**config.mk**
```make
export PLATFORM = sky130hd
export DESIGN_NAME = multi_port_queue_flat
export DESIGN_NICKNAME = d
export VERILOG_FILES = /design/src/rtl/multi_port_queue_pkg.sv /design/src/rtl/multi_port_queue_if.sv /design/src/rtl/multi_port_queue_ptr_ctr.sv /design/src/rtl/multi_port_queue.sv /design/src/flat_wrapper.sv
export SDC_FILE = /design/constraint.sdc
export NUM_CORES = 2
export LEC_CHECK = 0
export BUFFER_PORTS_ARGS = -buffer_cell sky130_fd_sc_hd__buf_2
export CELL_PAD_IN_SITES_DETAIL_PLACEMENT = 1
export CELL_PAD_IN_SITES_GLOBAL_PLACEMENT = 2
export CORE_MARGIN = 2
export CORE_UTILIZATION = 45
export CTS_CLUSTER_DIAMETER = 150
export DETAILED_ROUTE_END_ITERATION = 8
export PLACE_DENSITY = 0.86
export SLEW_MARGIN = 10
export SYNTH_ARGS = -nofsm -noshare
export SYNTH_HDL_FRONTEND = slang
export SYNTH_SLANG_ARGS = --single-unit
```
**constraint.sdc**
```tcl
create_clock -name clk -period 8.4 [get_ports clk]
set_input_delay 1.68 -clock clk [delete_from_list [all_inputs] [get_ports clk]]
set_output_delay 1.68 -clock clk [all_outputs]
set_load 0.05 [all_outputs]
```
**src/rtl/multi_port_queue_pkg.sv**
```systemverilog
// Shared defaults and width helpers for the multi-port queue.
// Used by the queue, its interface and anything that instantiates them.
package multi_port_queue_pkg;

    localparam int DEFAULT_DATA_WIDTH  = 32;
    localparam int DEFAULT_QUEUE_DEPTH = 64;
    localparam int DEFAULT_ENQ_WIDTH   = 2;
    localparam int DEFAULT_DEQ_WIDTH   = 2;

    // Bits needed to hold a count from 0 up to and including max_value.
    function automatic int count_width(input int max_value);
        return $clog2(max_value + 1);
    endfunction

endpackage

```
**src/rtl/multi_port_queue_if.sv**
```systemverilog
// Producer/consumer bundle of the multi-port queue.
// The master drives requests and data; the slave is the queue itself.
interface multi_port_queue_if
    import multi_port_queue_pkg::*;
#(
    parameter int DATA_WIDTH  = DEFAULT_DATA_WIDTH,
    parameter int QUEUE_DEPTH = DEFAULT_QUEUE_DEPTH,
    parameter int ENQ_WIDTH   = DEFAULT_ENQ_WIDTH,
    parameter int DEQ_WIDTH   = DEFAULT_DEQ_WIDTH
);

    localparam int ENQ_CNT_W = count_width(ENQ_WIDTH);
    localparam int DEQ_CNT_W = count_width(DEQ_WIDTH);
    localparam int CNT_W     = count_width(QUEUE_DEPTH);

    logic                            flush_in;
    logic [ENQ_CNT_W-1:0]            enq_count_in;
    logic [ENQ_WIDTH*DATA_WIDTH-1:0] wdata_in;
    logic                            enq_ready_out;
    logic [DEQ_CNT_W-1:0]            deq_count_in;
    logic [DEQ_WIDTH*DATA_WIDTH-1:0] rdata_out;
    logic [DEQ_WIDTH-1:0]            rvalid_out;
    logic [CNT_W-1:0]                used_count_out;
    logic [CNT_W-1:0]                free_count_out;
    logic                            full_out;
    logic                            empty_out;

    modport master (
        output flush_in, enq_count_in, wdata_in, deq_count_in,
        input  enq_ready_out, rdata_out, rvalid_out, used_count_out,
               free_count_out, full_out, empty_out
    );

    modport slave (
        input  flush_in, enq_count_in, wdata_in, deq_count_in,
        output enq_ready_out, rdata_out, rvalid_out, used_count_out,
               free_count_out, full_out, empty_out
    );

endinterface

```
**src/rtl/multi_port_queue_ptr_ctr.sv**
```systemverilog
// Wrap pointer (index plus wrap bit) for the multi-port queue.
// Advances by a variable step each cycle; clear returns it to zero.
module queue_ptr_ctr #(
    parameter int PTR_W = 7,
    parameter int INC_W = 7
) (
    input  logic             clk,
    input  logic             rst,
    input  logic             clear,
    input  logic [INC_W-1:0] inc,
    output logic [PTR_W-1:0] ptr
);

    always_ff @(posedge clk or posedge rst) begin
        if (rst) begin
            ptr <= '0;
        end else if (clear) begin
            ptr <= '0;
        end else begin
            ptr <= ptr + PTR_W'(inc);
        end
    end

endmodule

```
**src/rtl/multi_port_queue.sv**
```systemverilog
// Circular FIFO accepting up to ENQ_WIDTH and releasing up to DEQ_WIDTH
// entries per cycle, with synchronous flush and occupancy counters.
module multi_port_queue
    import multi_port_queue_pkg::*;
#(
    parameter int DATA_WIDTH  = DEFAULT_DATA_WIDTH,
    parameter int QUEUE_DEPTH = DEFAULT_QUEUE_DEPTH,
    parameter int ENQ_WIDTH   = DEFAULT_ENQ_WIDTH,
    parameter int DEQ_WIDTH   = DEFAULT_DEQ_WIDTH
) (
    input logic               clk,
    input logic               rst,
    multi_port_queue_if.slave q
);

    localparam int IDX_W = $clog2(QUEUE_DEPTH);
    localparam int PTR_W = IDX_W + 1;
    localparam int CNT_W = count_width(QUEUE_DEPTH);
    localparam logic [CNT_W-1:0] DEPTH_CNT = CNT_W'(QUEUE_DEPTH);

    logic [DATA_WIDTH-1:0] storage [QUEUE_DEPTH];
    logic [PTR_W-1:0]      head;
    logic [PTR_W-1:0]      tail;
    logic [IDX_W-1:0]      head_idx;
    logic [IDX_W-1:0]      tail_idx;
    logic [CNT_W-1:0]      used;
    logic [CNT_W-1:0]      free;
    logic [CNT_W-1:0]      enq_req;
    logic [CNT_W-1:0]      deq_req;
    logic [CNT_W-1:0]      enq_step;
    logic [CNT_W-1:0]      deq_step;
    logic                  enq_ready;
    logic                  enq_fire;

    assign head_idx = head[IDX_W-1:0];
    assign tail_idx = tail[IDX_W-1:0];
    assign used     = CNT_W'(tail - head);
    assign free     = DEPTH_CNT - used;
    assign enq_req  = CNT_W'(q.enq_count_in);
    assign deq_req  = CNT_W'(q.deq_count_in);

    // Acceptance looks only at the start-of-cycle free count, so same-cycle
    // dequeues never feed the ready path.
    assign enq_ready = (enq_req <= free);
    assign enq_fire  = enq_ready && !q.flush_in;
    assign enq_step  = enq_fire ? enq_req : '0;
    assign deq_step  = (deq_req < used) ? deq_req : used;

    queue_ptr_ctr #(
        .PTR_W(PTR_W),
        .INC_W(CNT_W)
    ) u_head_ptr (
        .clk  (clk),
        .rst  (rst),
        .clear(q.flush_in),
        .inc  (deq_step),
        .ptr  (head)
    );

    queue_ptr_ctr #(
        .PTR_W(PTR_W),
        .INC_W(CNT_W)
    ) u_tail_ptr (
        .clk  (clk),
        .rst  (rst),
        .clear(q.flush_in),
        .inc  (enq_step),
        .ptr  (tail)
    );

    // Storage carries no reset; validity is tracked purely by the pointers.
    always_ff @(posedge clk) begin
        if (enq_fire) begin
            for (int i = 0; i < ENQ_WIDTH; i++) begin
                if (CNT_W'(i) < enq_req) begin
                    storage[tail_idx + IDX_W'(i)] <= q.wdata_in[i*DATA_WIDTH +: DATA_WIDTH];
                end
            end
        end
    end

    always_comb begin
        q.rdata_out  = '0;
        q.rvalid_out = '0;
        for (int j = 0; j < DEQ_WIDTH; j++) begin
            q.rdata_out[j*DATA_WIDTH +: DATA_WIDTH] = storage[head_idx + IDX_W'(j)];
            q.rvalid_out[j] = (used > CNT_W'(j));
        end
    end

    assign q.enq_ready_out  = enq_ready;
    assign q.used_count_out = used;
    assign q.free_count_out = free;
    assign q.full_out       = (head_idx == tail_idx) && (head[IDX_W] != tail[IDX_W]);
    assign q.empty_out      = (head == tail);

endmodule

```
**src/flat_wrapper.sv**
```systemverilog
// flat-port wrapper written by rule: the top's interface ports become plain ports
module multi_port_queue_flat import multi_port_queue_pkg::*;
#(
    parameter int DATA_WIDTH  = DEFAULT_DATA_WIDTH,
    parameter int QUEUE_DEPTH = DEFAULT_QUEUE_DEPTH,
    parameter int ENQ_WIDTH   = DEFAULT_ENQ_WIDTH,
    parameter int DEQ_WIDTH   = DEFAULT_DEQ_WIDTH
)
  (clk, rst, q_flush_in, q_enq_count_in, q_wdata_in, q_deq_count_in, q_enq_ready_out, q_rdata_out, q_rvalid_out, q_used_count_out, q_free_count_out, q_full_out, q_empty_out);
  multi_port_queue_if #(.DATA_WIDTH(DATA_WIDTH), .QUEUE_DEPTH(QUEUE_DEPTH), .ENQ_WIDTH(ENQ_WIDTH), .DEQ_WIDTH(DEQ_WIDTH)) q_i ();
  input logic clk;
  input logic rst;
  input wire logic [$bits(q_i.flush_in)-1:0] q_flush_in;
  input wire logic [$bits(q_i.enq_count_in)-1:0] q_enq_count_in;
  input wire logic [$bits(q_i.wdata_in)-1:0] q_wdata_in;
  input wire logic [$bits(q_i.deq_count_in)-1:0] q_deq_count_in;
  output wire logic [$bits(q_i.enq_ready_out)-1:0] q_enq_ready_out;
  output wire logic [$bits(q_i.rdata_out)-1:0] q_rdata_out;
  output wire logic [$bits(q_i.rvalid_out)-1:0] q_rvalid_out;
  output wire logic [$bits(q_i.used_count_out)-1:0] q_used_count_out;
  output wire logic [$bits(q_i.free_count_out)-1:0] q_free_count_out;
  output wire logic [$bits(q_i.full_out)-1:0] q_full_out;
  output wire logic [$bits(q_i.empty_out)-1:0] q_empty_out;
  assign q_i.flush_in = q_flush_in;
  assign q_i.enq_count_in = q_enq_count_in;
  assign q_i.wdata_in = q_wdata_in;
  assign q_i.deq_count_in = q_deq_count_in;
  assign q_enq_ready_out = q_i.enq_ready_out;
  assign q_rdata_out = q_i.rdata_out;
  assign q_rvalid_out = q_i.rvalid_out;
  assign q_used_count_out = q_i.used_count_out;
  assign q_free_count_out = q_i.free_count_out;
  assign q_full_out = q_i.full_out;
  assign q_empty_out = q_i.empty_out;
  multi_port_queue #(.DATA_WIDTH(DATA_WIDTH), .QUEUE_DEPTH(QUEUE_DEPTH), .ENQ_WIDTH(ENQ_WIDTH), .DEQ_WIDTH(DEQ_WIDTH)) u_core (.clk(clk), .rst(rst), .q(q_i));
endmodule
```
==> metrics.txt <==
# TYPE chip_impl_metric gauge
chip_impl_metric{name="fin_skew",unit="ps"} 85.3
chip_impl_metric{name="design_power_total",unit="mW"} 33.5
chip_impl_info{name="timing.hold.worst.class",value="flop to flop"} 1
chip_impl_metric{name="synthToLayoutAreaGrowth",unit="%"} 9.55
chip_impl_metric{name="arrival",unit="ps"} 6130
chip_impl_metric{name="required_time_reported_for_the_critical_path_endpoint",unit="ps"} 6720
chip_impl_metric{name="tritoncts.num_buffers",unit=""} 230
chip_impl_info{name="worst-setup-path-type",value="flop to output pin"} 1
chip_impl_metric{name="route.detailed.wl_per_inst",unit="um"} 47.3
chip_impl_info{name="startpoint_type",value="flop"} 1
chip_impl_metric{name="grt_start_max_net_pins",unit=""} 140
chip_impl_metric{name="dpl_hpwl",unit="mm"} 278
chip_impl_metric{name="worstHoldPathCells",unit=""} 2
chip_impl_info{name="critPathTopFamily",value="adder cells"} 1
chip_impl_metric{name="synth_edf_count",unit=""} 2048
chip_impl_metric{name="worstPathBufferInverterCount",unit=""} 4
chip_impl_metric{name="synth_cell_type_count",unit=""} 78
chip_impl_info{name="critPathMostFrequentCell",value="sky130_fd_sc_hd__ha_1"} 1
chip_impl_metric{name="dr_drc_count",unit=""} 0
chip_impl_metric{name="syn-instance-count",unit=""} 6893
chip_impl_metric{name="post_cts_hold_buffer_count",unit=""} 0
chip_impl_metric{name="postRouteWirelength",unit="mm"} 490
chip_impl_metric{name="clk_transition_reported_paths",unit="ps"} 60
chip_impl_metric{name="vias",unit=""} 80200
chip_impl_metric{name="die-area",unit="sq um"} 277000
chip_impl_metric{name="final.min_clock_period",unit="ps"} 7810
chip_impl_metric{name="layout_worst_path_cycle_share",unit="%"} 93.0
chip_impl_metric{name="core_util_final",unit="%"} 49.6
chip_impl_metric{name="fin_setup_tns",unit="ps"} 0
chip_impl_info{name="crit_chain",value="clkinv_1, ha_1, fa_1, ha_1, inv_1, ha_1, nor2b_1, o21ai_0, or3_1, nor3_1, nand2b_1, o21a_4, inv_2, buf_2"} 1
chip_impl_metric{name="cts_resized",unit=""} 0
chip_impl_metric{name="i_o_pins",unit=""} 154
chip_impl_metric{name="pwr_cell_area",unit="nW/um^2"} 249
chip_impl_metric{name="reg2reg_depth",unit=""} 16
chip_impl_metric{name="layout.nets",unit=""} 6689
chip_impl_info{name="root_buffer",value="sky130_fd_sc_hd__clkbuf_16"} 1
chip_impl_metric{name="sequential_to_total_area_share_from_yosys_stat",unit="%"} 50.4
chip_impl_metric{name="share_of_post_route_cells_with_drive_strength_above_1",unit="%"} 60.9
chip_impl_metric{name="insertion_delay",unit="ps"} 960
chip_impl_metric{name="htreeDepth",unit=""} 4
chip_impl_metric{name="grt_pass1_wl",unit="mm"} 669
chip_impl_metric{name="ys_warn_count",unit=""} 0
chip_impl_metric{name="postCtsSetupBuffers",unit=""} 0
chip_impl_metric{name="setup_viol",unit=""} 0
chip_impl_metric{name="drt-initial-drc-count",unit=""} 14400
chip_impl_metric{name="rows",unit=""} 191
chip_impl_metric{name="floorplan.initialDensity",unit="%"} 45.3
chip_impl_metric{name="die_width",unit="um"} 526
chip_impl_metric{name="critPathMaxFanout",unit=""} 30
chip_impl_metric{name="tritoncts_num_sinks",unit=""} 2062
chip_impl_metric{name="antenna_violations_before_repair",unit=""} 42
chip_impl_metric{name="grt_total_ovfl",unit=""} 0
chip_impl_metric{name="count_of_port_buffers_added_during_placement",unit=""} 153
chip_impl_metric{name="vias_per_cell",unit=""} 7.74
chip_impl_metric{name="detail_route.first_pass.iterations",unit=""} 8
chip_impl_metric{name="postSynthRegisterBits",unit=""} 2062
chip_impl_info{name="synth_ff_type",value="sky130_fd_sc_hd__edfxtp_1"} 1
chip_impl_metric{name="reported_leakage_power",unit="nW"} 42.3
chip_impl_metric{name="floorplan.core_area",unit="sq um"} 271000
chip_impl_metric{name="synth_area_per_cell",unit="sq um"} 17.8
chip_impl_metric{name="timing_hold_violations_final",unit=""} 0
chip_impl_info{name="end_kind",value="output pin"} 1
chip_impl_metric{name="crit_path_max_cell_delay",unit="ps"} 670
chip_impl_metric{name="detail-route-antenna-nets",unit=""} 0
chip_impl_metric{name="first_global_vias",unit=""} 80100
chip_impl_metric{name="critical_path_depth",unit=""} 14
chip_impl_info{name="critPathSlowestCell",value="sky130_fd_sc_hd__dfrtp_1"} 1
chip_impl_metric{name="drv_slew",unit=""} 0
chip_impl_info{name="run_status",value="complete, no violations"} 1
chip_impl_metric{name="gr-usage-all-layers",unit="%"} 34.8
chip_impl_info{name="grt_setup_unrepaired",value="false"} 1
chip_impl_metric{name="drv_cap",unit=""} 0
chip_impl_metric{name="tightestPinTransition",unit="ps"} 1450
chip_impl_metric{name="max_freq",unit="MHz"} 128
chip_impl_metric{name="globalplace.congestion",unit=""} 0.936
chip_impl_metric{name="synthesis.area",unit="sq um"} 123000
chip_impl_metric{name="worst_slew_margin_rel",unit="%"} 3.05
chip_impl_info{name="cts_tree",value="built"} 1
chip_impl_metric{name="cts_buffer_depth",unit=""} 4
chip_impl_metric{name="dieHeight",unit="um"} 526
chip_impl_metric{name="synth-async-reset-ratio",unit="%"} 0.679
chip_impl_metric{name="power.ir.vdd_worst",unit="mV"} 0.391
power by group:
group          switching (mW)  internal [mW]  total (mW)
clock                    4.45           5.54        9.98
combinational            7.17           4.87        12.0
sequential              0.111           11.4        11.5
per-stage QoR:
step           instance area (sq um)  worst slack, ps  hold WS [ps]  instances
2_1_floorplan                 123000             1220           524       6896
3_3_place_gp                  127000             1440           555       9930
3_5_place_dp                  127000             1370           554       9930
4_1_cts                       134000              709           572      10300
5_1_grt                       134000              379           609      10400
6_report                      135000              591           564      10400
placed cells by master, fill, tap and decap left out, types with 20 or more instances in the layout:
cell type and instances:
sky130_fd_sc_hd__mux2_4 116, sky130_fd_sc_hd__clkinv_1 60, sky130_fd_sc_hd__mux2_2 1770, sky130_fd_sc_hd__o2bb2ai_1 96, sky130_fd_sc_hd__nand2_1 66, sky130_fd_sc_hd__buf_12 47
sky130_fd_sc_hd__clkbuf_16 231, sky130_fd_sc_hd__ha_1 20, sky130_fd_sc_hd__mux4_2 1344, sky130_fd_sc_hd__o21ai_4 34, sky130_fd_sc_hd__buf_4 240, sky130_fd_sc_hd__nor2_1 49
sky130_fd_sc_hd__mux2_1 67, sky130_fd_sc_hd__diode_2 20, sky130_fd_sc_hd__clkinv_2 42, sky130_fd_sc_hd__clkbuf_1 51, sky130_fd_sc_hd__edfxtp_1 2048, sky130_fd_sc_hd__buf_2 146
worst reg2reg max path, stage by stage (launching register included):
cell and delay, ps:
sky130_fd_sc_hd__dfrtp_1 670, sky130_fd_sc_hd__clkinv_1 440, sky130_fd_sc_hd__ha_1 360, sky130_fd_sc_hd__fa_1 580, sky130_fd_sc_hd__ha_1 360, sky130_fd_sc_hd__inv_1 50
sky130_fd_sc_hd__ha_1 280, sky130_fd_sc_hd__nor2b_1 150, sky130_fd_sc_hd__o21ai_0 340, sky130_fd_sc_hd__nor3_1 150, sky130_fd_sc_hd__o211ai_1 290, sky130_fd_sc_hd__nand2b_1 190
sky130_fd_sc_hd__o21a_4 370, sky130_fd_sc_hd__buf_4 430, sky130_fd_sc_hd__or3_1 790, sky130_fd_sc_hd__o21ai_4 650, sky130_fd_sc_hd__buf_4 810
final timing paths:
| check | startpoint | endpoint | slack, ps |
|---|---|---|---|
| worst max-delay path | u_core.u_tail_ptr.ptr[0]$_DFF_PP0_ | q_enq_ready_out | 590 |
| worst min-delay path | u_core.u_head_ptr.ptr[6]$_DFF_PP0_ | u_core.u_head_ptr.ptr[6]$_DFF_PP0_ | 560 |
| worst max register to register | u_core.u_tail_ptr.ptr[0]$_DFF_PP0_ | u_core.storage[57][11]$_DFFE_PP_ | 1090 |
| worst min register to register | u_core.u_head_ptr.ptr[6]$_DFF_PP0_ | u_core.u_head_ptr.ptr[6]$_DFF_PP0_ | 560 |
| max in group asynchronous | rst | u_core.u_head_ptr.ptr[2]$_DFF_PP0_ | 6950 |
| min in group asynchronous | rst | u_core.u_tail_ptr.ptr[4]$_DFF_PP0_ | 920 |
cell families after synthesis:
logic type	Yosys count	synth area share, %
xor+xnor	24	0.190
compound gates	211	1.33
buf+inv	988	3.65
other cells	1	0.00305
flops	2062	50.4
simple gates	285	1.27
fa+ha+maj	24	0.263
mux	3298	42.9
Yosys cell counts, drive strengths merged (3+ instances only):
cell type,instances,area [sq um]
nor4,3,18.8
a31oi,7,43.8
nand2,81,307
o21ai,44,231
nand2b,16,103
o21a,4,37.5
a21o,5,37.5
nand3,30,180
or2,3,18.8
a32oi,3,26.3
a22oi,3,22.5
o32ai,4,35.0
ha,21,263
and3,5,31.3
buf,370,2170
and2,8,50.1
mux4,1344,30300
nor2,64,245
o21bai,14,109
inv,19,71.3
nor3,29,288
nand4,3,18.8
o2bb2ai,96,841
o31ai,3,36.3
nor2b,12,75.1
a21oi,14,88.8
xnor2,16,148
fa,3,60.1
o22ai,4,25.0
edfxtp,2048,61500
dfrtp,14,350
mux2,1953,22400
clkbuf,597,2240
xor2,8,85.1
or3,21,131
flip-flops by register name, summed over array words and instances (netlist names):
register               flops
u_core.storage          2048
u_core.u_head_ptr.ptr      7
u_core.u_tail_ptr.ptr      7
metal layers:
layer  global-route usage [%]  up-vias  share of wire, %
met1                     43.9    42500                34
li1                         -    28200                 -
met4                     20.6       34               7.2
met5                    0.277        -             0.065
met2                     50.4     7711                43
met3                     14.1     1763                16
cell type report:
| cell class | instances | area (sq um) |
|---|---|---|
| Clock buffer | 282 | 5970 |
| Sequential cell | 2062 | 61900 |
| Timing Repair Buffer | 433 | 3470 |
| Fill cell | 24400 | 136000 |
| Clock inverter | 131 | 1100 |
| Multi-Input combinational cell | 3846 | 57500 |
| Tap cell | 3570 | 4470 |
| Inverter | 21 | 87.6 |
| Antenna cell | 20 | 50.0 |
Power figures use the tool's default switching activity.
